===== src/rtl/pwm_pkg.sv =====
// pwm_pkg
// Shared constants and helpers for the percent-controlled PWM generator.
//   PERCENT_MAX : full-scale duty request (100 %), also the number of steps
//   STEP_W      : width of the duty step counter (0..99)
//   DUTY_W      : width of the duty request / compare path
//   clamp_duty  : limits a raw request to 0..PERCENT_MAX
`timescale 1ns/1ps

package pwm_pkg;

    localparam int PERCENT_MAX = 100;
    localparam int STEP_W      = 7;
    localparam int DUTY_W      = 8;

    // Requests above 100 % saturate to 100 %, which keeps the output
    // constantly high instead of wrapping to some odd duty.
    function automatic logic [DUTY_W-1:0] clamp_duty(input logic [DUTY_W-1:0] req);
        if (req > DUTY_W'(PERCENT_MAX)) begin
            return DUTY_W'(PERCENT_MAX);
        end
        return req;
    endfunction

endpackage


===== src/rtl/pwm_prescaler.sv =====
// pwm_prescaler
// Divides the system clock into duty steps of CLK_DIV clocks each.
// Ports:
//   clk   in  system clock, rising edge
//   rst_n in  asynchronous active-low reset
//   clear in  synchronous clear, holds the count at 0 while high
//   tick  out high in the last clock of a step (count == CLK_DIV-1)
//   zero  out high in the first clock of a step (count == 0)
`timescale 1ns/1ps

module pwm_prescaler #(
    parameter int CLK_DIV = 1000
) (
    input  logic clk,
    input  logic rst_n,
    input  logic clear,
    output logic tick,
    output logic zero
);

    // A divider of 1 still needs a one-bit counter that simply stays at 0.
    localparam int DIV_W = (CLK_DIV > 1) ? $clog2(CLK_DIV) : 1;
    localparam logic [DIV_W-1:0] DIV_LAST = DIV_W'(CLK_DIV - 1);

    logic [DIV_W-1:0] div_cnt;

    assign tick = (div_cnt == DIV_LAST);
    assign zero = (div_cnt == '0);

    always_ff @(posedge clk or negedge rst_n) begin
        if (!rst_n) begin
            div_cnt <= '0;
        end else if (clear || tick) begin
            div_cnt <= '0;
        end else begin
            div_cnt <= div_cnt + DIV_W'(1);
        end
    end

endmodule


===== src/rtl/pwm_module.sv =====
// pwm_module
// Percent-controlled PWM generator. The period is PERCENT_MAX duty steps of
// CLK_DIV clocks each; the output is high for the first duty_eff steps.
// Ports:
//   I_clk        in  system clock, rising edge
//   I_rst_n      in  asynchronous active-low reset
//   I_en         in  enable; low holds counters at 0 and forces O_PWM low
//   I_PWM_percen in  duty request in percent, values above 100 clamp to 100
//   O_PWM        out registered PWM output
`timescale 1ns/1ps

module pwm_module
    import pwm_pkg::*;
#(
    parameter int CLK_DIV = 1000
) (
    input  logic              I_clk,
    input  logic              I_rst_n,
    input  logic              I_en,
    input  logic [DUTY_W-1:0] I_PWM_percen,
    output logic              O_PWM
);

    localparam logic [STEP_W-1:0] STEP_LAST = STEP_W'(PERCENT_MAX - 1);

    logic              tick;
    logic              div_zero;
    logic [STEP_W-1:0] step;
    logic [DUTY_W-1:0] duty_in;
    logic [DUTY_W-1:0] duty_q;
    logic [DUTY_W-1:0] duty_eff;
    logic              period_start;
    logic              pwm_next;

    pwm_prescaler #(
        .CLK_DIV (CLK_DIV)
    ) u_prescaler (
        .clk   (I_clk),
        .rst_n (I_rst_n),
        .clear (!I_en),
        .tick  (tick),
        .zero  (div_zero)
    );

    assign duty_in      = clamp_duty(I_PWM_percen);
    assign period_start = div_zero && (step == '0);

    // In the period-start cycle the live request is used directly so a
    // request arriving exactly at the boundary applies to this period; the
    // rest of the period runs from the shadow copy and cannot glitch.
    assign duty_eff = period_start ? duty_in : duty_q;
    assign pwm_next = I_en && ({1'b0, step} < duty_eff);

    always_ff @(posedge I_clk or negedge I_rst_n) begin
        if (!I_rst_n) begin
            step <= '0;
        end else if (!I_en) begin
            step <= '0;
        end else if (tick) begin
            step <= (step == STEP_LAST) ? '0 : step + STEP_W'(1);
        end
    end

    // While disabled the counters sit at 0, so every cycle is a period start
    // and the shadow keeps tracking the request.
    always_ff @(posedge I_clk or negedge I_rst_n) begin
        if (!I_rst_n) begin
            duty_q <= '0;
        end else if (period_start) begin
            duty_q <= duty_in;
        end
    end

    always_ff @(posedge I_clk or negedge I_rst_n) begin
        if (!I_rst_n) begin
            O_PWM <= 1'b0;
        end else begin
            O_PWM <= pwm_next;
        end
    end

endmodule


===== config.mk =====
export PLATFORM = sky130hd
export DESIGN_NAME = pwm_module
export DESIGN_NICKNAME = d
export VERILOG_FILES = /design/src/rtl/pwm_pkg.sv /design/src/rtl/pwm_prescaler.sv /design/src/rtl/pwm_module.sv
export SDC_FILE = /design/constraint.sdc
export NUM_CORES = 1
export LEC_CHECK = 0
export ABC_CLOCK_PERIOD_IN_PS = 2700
export CAP_MARGIN = 20
export CORE_ASPECT_RATIO = 0.8
export CORE_UTILIZATION = 50
export CTS_BUF_LIST = sky130_fd_sc_hd__clkbuf_4
export DETAILED_ROUTE_END_ITERATION = 10
export PLACE_DENSITY = 0.74
export SETUP_SLACK_MARGIN = 0.05
export SLEW_MARGIN = 20
export SYNTH_ARGS = -nofsm -noshare
export SYNTH_HDL_FRONTEND = slang
export SYNTH_SLANG_ARGS = --single-unit
export TNS_END_PERCENT = 20

===== constraint.sdc =====
create_clock -name I_clk -period 2.7 [get_ports I_clk]
set_clock_uncertainty 0.2 [all_clocks]
set_input_delay 0.675 -clock I_clk [delete_from_list [all_inputs] [get_ports I_clk]]
set_output_delay 0.675 -clock I_clk [all_outputs]
set_load 0.05 [all_outputs]

==> results.yml, run 1 <==
power:
  power_frac_seq_pct: 52.5
  combinationalPowerShare_pct: 26.1
  vdd_drop_max_mv: 0.264
  powerDensity_mw_per_mm2: 393
  internal-power_mw: 0.570
  p_leak_nw: 0.921
  swShare_pct: 29.1
  p_clk_share_pct: 21.4
  finalPower_mw: 0.805
  p_switching_mw: 0.235
setup_path:
  cp.arrival_ns: 2.67
  cp_max_fo: 7
  worstRegToRegCells: 10
  endpoint_kind: "register"
  cp_top_family: "compound AO/OA/AOI/OAI gates"
  r2r_start: "step[0]"
  r2r_end: "O_PWM"
  worst-path-buf-inv: 2
  criticalPathCategory: "register to register"
  cpPeakStageDelay_ns: 0.41
  startpoint_type: "register"
  cp_slowest_cell: "dfrtp_1"
  critical_path.cell_chain: "inv_1, ha_1, and4bb_2, nand4_1, buf_4, o21a_1, ha_4, a31oi_1, o31ai_1, o211ai_1"
  crit_required_ns: 2.70
  r2r_slack_ns: 0.03
sta:
  max_freq_ghz: 0.375
  worstMarginPinSlew_ns: 0.489
  finalCriticalPeriod_ns: 2.67
  slew_headroom_pct: 66.9
  period_share_pct: 98.8
  drv_slew: 0
  rsz0062_at_grt: "yes"
  setup_ws_ns: 0.0328
  finalHoldViolations: 0
  finalSetupViolCount: 0
  holdWs_ns: 0.303
  tns_ns: 0
synth:
  synthTopCellsByArea: "dfrtp_1, ha_1, nand2_1, nor2_1, o21ai_0"
  synthArstFlopShare_pct: 100
  syn_nets: 180
  synth_flop_cell: "dfrtp_1"
  ys_seq_elements: 26
  postSynthCellCount: 159
  avgSynthCellArea_sq_um: 9.82
  ys_types: 48
  yosysTopAreaCell: "dfrtp_1"
  synth_edf_count: 0
  synth-seq-area-share_pct: 41.7
  yosys_warnings: 0
  synth_top_area_share_pct: 41.7
  synth.cell_area_sq_mm: 0.00156
place:
  place_congestion: 0.886
  dp_slack_ns: -0.420
  hpwl_um: 2800
  placed_cell_area_sq_mm: 0.00192
  port_buffers: 11
clock_network:
  clk_pin_slew_ns: 0.14
  tritoncts: "yes"
  h-tree-depth: 1
  cts_made_buffers: 3
  clk_latency_ns: 0.33
  cts_buffer_depth: 2
  hold_buffers: 0
  clock_sinks: 26
  root_buffer: "clkbuf_4"
floorplan:
  rows: 17
  die_y_um: 52.0
  initial_core_util_pct: 54.4
  core_sq_mm: 0.00287
  ios: 12
  die_x_um: 64.5
  dieArea_sq_mm: 0.00335
grt:
  grtUsageTotal_pct: 24.1
  grt_pass1_vias: 1342
  grt_max_degree: 27
  antenna_found_initial: 0
  grt_pass1_wl_um: 5980
  gr-total-overflow: 0
layout:
  area_growth_pct: 31.3
  finalNetCount: 224
  diodes: 0
  drive_above_1_share_pct: 29.7
  fin_area_sq_mm: 0.00205
  n_fill_cell: 211
route:
  viasPerCell: 5.64
  dr.pass1.iters: 4
  totalWireLength_um: 3660
  num_vias: 1353
  drt_iter0_markers: 68
  drc: 0
  postRouteAntennaNets: 0
  routedWlPerCell_um: 15.2
status:
  outcome: "completed"
run:
  maxCapViolCount: 0
hold_path:
  hp-class: "register to register"
  min_to: "duty_q[3]"
  holdPathStages: 2
  hp-start: "duty_q[3]"
==> repair_timing <==
action / in CTS / in global routing
gates resized for setup: 11 / 5
pin swaps: 5 / 7
buffers inserted: 2 / 0
endpoints found under the setup margin: 1 / 1
==> tightest hold or removal path, stage by stage, from the launching register on <==
cell and delay, ns:
dfrtp_1 0.35, nand2_1 0.06, o21ai_0 0.07
==> per-stage QoR <==
step | util [%] | std cells
2_1_floorplan | - | 159
3_3_place_gp | 66.7 | 234
3_5_place_dp | 66.7 | 234
4_1_cts | 70.2 | 240
5_1_grt | 71.4 | 240
6_report | 71.4 | 240
==> cells in the mapped netlist, drive strengths merged, types with 2 or more instances <==
library cell	count
o211ai	3
nand3	9
and2	2
buf	4
nand4	5
xnor2	3
o21a	6
o21ai	9
mux2i	3
nand2	16
a31o	2
o31ai	3
xor2	4
a21boi	2
ha	10
and3	4
dfrtp	26
nand2b	2
and4	2
inv	8
nor3b	2
nor3	4
nor4	3
nor2	13
==> cell usage in the layout (no fill, tap or decap), types with 4 or more instances in the layout <==
master | Yosys | routed
buf_4 | 1 | 31
dfrtp_1 | 26 | 26
nand2_1 | 16 | 15
nor2_1 | 13 | 13
clkdlybuf4s50_1 | 0 | 11
o21ai_0 | 9 | 8
nand3_1 | 8 | 8
inv_1 | 7 | 7
o21a_1 | 6 | 6
ha_1 | 10 | 6
nand4_1 | 5 | 5
xor2_1 | 4 | 4
==> sequential cells by signal, summed over array words and instances, names as in the netlist <==
name,count
O_PWM,1
duty_q,8
step,7
u_prescaler.div_cnt,10
==> cell families after synthesis <==
kind of cell / Yosys count / share of synthesized area, %
xor+xnor: 7 / 3.93
fa+ha+maj: 10 / 8.01
buf+inv: 12 / 3.77
simple gates: 66 / 24.0
compound gates: 34 / 15.9
flops: 26 / 41.7
mux: 4 / 2.64
==> layer usage <==
metal | wire length, um | up-vias | GRT usage [%]
li1 | - | 664 | -
met3 | 131 | 4 | 4.82
met5 | 0 | - | 0
met2 | 1820 | 27 | 42.8
met1 | 1680 | 658 | 30.5
met4 | 22 | 0 | 5.19
==> worst max-delay path by stage <==
stage | start | slack (ns) | cells past startpoint | to
floorplan | step[0] | 0.12 | 11 | O_PWM
global placement | I_PWM_percen[0] | -0.26 | 11 | O_PWM
detailed placement | I_PWM_percen[0] | -0.42 | 9 | O_PWM
CTS | step[0] | 0.05 | 11 | O_PWM
global route | step[0] | -0.02 | 12 | O_PWM
finish | step[0] | 0.03 | 10 | O_PWM
==> final cells by class <==
type,count,area (sq um),area share (%)
multi-input cells,121,941,45.9
flip-flops and latches,26,651,31.7
repair buffers,43,354,17.3
clock inverters,1,3.75,0.183
inverters,8,30.0,1.47
clock buffers,3,22.5,1.10
well taps,38,47.5,2.32
==> power by group through the flow <==
stage / sequential (mW) / clock, mW / combinational, mW
2_1_floorplan: 0.436 / 0 / 0.0882
6_report: 0.423 / 0.172 / 0.210
5_1_grt: 0.425 / 0.185 / 0.226
4_1_cts: 0.423 / 0.175 / 0.200
3_5_place_dp: 0.430 / 0 / 0.177
3_3_place_gp: 0.428 / 0 / 0.170
No activity file was read; power rests on OpenSTA's default activity.
==> run 2, diff against run 1 <==
--- a/config.mk
+++ b/config.mk
@@ -7,11 +7,14 @@
 export LEC_CHECK = 0
 export ABC_CLOCK_PERIOD_IN_PS = 2700
 export CAP_MARGIN = 20
+export CELL_PAD_IN_SITES_DETAIL_PLACEMENT = 1
+export CELL_PAD_IN_SITES_GLOBAL_PLACEMENT = 1
 export CORE_ASPECT_RATIO = 0.8
-export CORE_UTILIZATION = 50
+export CORE_UTILIZATION = 30
 export CTS_BUF_LIST = sky130_fd_sc_hd__clkbuf_4
+export CTS_CLUSTER_SIZE = 8
 export DETAILED_ROUTE_END_ITERATION = 10
-export PLACE_DENSITY = 0.74
+export PLACE_DENSITY = 0.59
 export SETUP_SLACK_MARGIN = 0.05
 export SLEW_MARGIN = 20
 export SYNTH_ARGS = -nofsm -noshare
==> results.yml, run 2 (synthesis gave the netlist of run 1 again) <==
clock_network:
  clk_latency_ns: 0.33
  hold_buffers: 0
  cts_buffer_depth: 2
  clk_pin_slew_ns: 0.15
  cts_made_buffers: 3
  h-tree-depth: 1
  root_buffer: "clkbuf_4"
  tritoncts: "yes"
  clock_sinks: 26
place:
  place_congestion: 0.754
  port_buffers: 11
  hpwl_um: 3250
setup_path:
  cp_slowest_cell: "clkdlybuf4s50_1"
  cp_common_cell: "nand2_1"
  cpPeakStageDelay_ns: 0.43
  critical_path.cell_chain: "clkdlybuf4s50_1, o21ai_1, nand2_1, a31o_2, o21a_1, ha_1, a2111oi_2, nand2_1, o211ai_1"
  criticalPathCategory: "input pin to register"
  cp_top_family: "compound AO/OA/AOI/OAI gates"
  endpoint_kind: "register"
  worst-path-buf-inv: 1
  crit_required_ns: 2.76
  cp_max_fo: 6
  startpoint_type: "input pin"
  cp.arrival_ns: 2.70
floorplan:
  rows: 23
  core_sq_mm: 0.00501
  die_x_um: 82.7
  die_y_um: 66.5
  dieArea_sq_mm: 0.00550
  initial_core_util_pct: 31.2
  ios: 12
power:
  vdd_drop_max_mv: 0.155
  powerDensity_mw_per_mm2: 396
  p_leak_nw: 0.888
  finalPower_mw: 0.796
route:
  drc: 0
  drt_iter0_markers: 85
  num_vias: 1360
  routedWlPerCell_um: 16.1
  viasPerCell: 5.23
  postRouteAntennaNets: 0
  totalWireLength_um: 4180
  dr.pass1.iters: 4
layout:
  area_growth_pct: 28.7
  reg.largest.list: "u_prescaler.div_cnt (10), duty_q (8), step (7)"
  diodes: 0
  final_cell_mix: "buf_4, dfrtp_1, nand2_1, nor2_1, clkdlybuf4s50_1"
  final_util_pct: 40.1
  largest_reg_flops: 10
  finalNetCount: 220
  layout_commonest_cell: "buf_4"
  n_fill_cell: 600
  largest-register: "u_prescaler.div_cnt"
  drive_above_1_share_pct: 25.3
sta:
  drv_slew: 0
  period_share_pct: 97.9
  slew_headroom_pct: 67.3
  rsz0062_at_grt: "yes"
  max_freq_ghz: 0.378
  finalSetupViolCount: 0
  worstMarginPinSlew_ns: 0.490
  finalHoldViolations: 0
  finalCriticalPeriod_ns: 2.64
hold_path:
  hp-class: "register to register"
grt:
  antenna_found_initial: 0
  grt_pass1_vias: 1442
  grtUsageTotal_pct: 17.2
  grt_use_met2_pct: 29.2
  grt_max_degree: 27
  gr-usage-met1_pct: 22.3
  gr-max-usage-layer: "met2"
  grt_pass1_wl_um: 6980
  gr-total-overflow: 0
  grt_use_met3_pct: 2.88
run:
  maxCapViolCount: 0
status:
  outcome: "completed"
==> run 2: path summary, 6_finish.rpt <==
check                                  startpoint                     end  slack (ns)  cells after the start
hold / removal                          duty_q[4]               duty_q[4]        0.30                      2
hold reg to reg                         duty_q[4]               duty_q[4]        0.30                      2
min in group asynchronous                 I_rst_n  u_prescaler.div_cnt[0]        0.49                      2
max in group asynchronous                 I_rst_n               duty_q[3]        1.55                      2
setup reg to reg           u_prescaler.div_cnt[5]                   O_PWM        0.07                     11
setup / recovery                  I_PWM_percen[1]                   O_PWM        0.06                      9
==> run 2: layer usage <==
metal / wire (um) / share of wire (%) / vias up
met5: 0 / 0 / -
met4: 22 / 0.53 / 0
met3: 89 / 2.1 / 5
met2: 2040 / 49 / 10
met1: 2030 / 49 / 691
li1: - / - / 654
==> run 2: cell type report <==
cell class,count,area (sq um),share of cell area [%]
repair buffers,39,324,16.1
clock inverters,1,3.75,0.187
clock buffers,3,22.5,1.12
well taps,62,77.6,3.86
multi-input cells,121,901,44.8
inverters,8,30.0,1.49
flip-flops and latches,26,651,32.4
==> run 2: repair_timing <==
action | 4_1_cts | 5_1_grt
endpoints found under the setup margin | 1 | 1
hold endpoints to repair | 0 | 0
pin swaps | 1 | 3
gates resized for setup | 5 | 4
buffers inserted | 0 | 1
==> run 2: power by group <==
| part | switching, mW | internal (mW) |
|---|---|---|
| clock network | 0.125 | 0.0544 |
| logic | 0.103 | 0.0922 |
| registers | 0.00860 | 0.413 |
==> run 2: worst min-delay path: stages, from the launching register on <==
cell,delay (ns)
dfrtp_1,0.35
nand2_1,0.06
o21ai_0,0.07
==> run 2: through the flow <==
step	worst slack (ns)	instances	hold slack [ns]	TNS, ns	cell area [sq um]
after floorplan	0.125	159	0.179	0	1560
after global placement	-0.287	255	0.261	-0.287	1920
after detailed placement	-0.475	255	0.266	-0.475	1920
after CTS	0.0618	259	0.302	0	1970
after global routing	-0.128	260	0.323	-0.128	2010
final	0.0558	260	0.298	0	2010
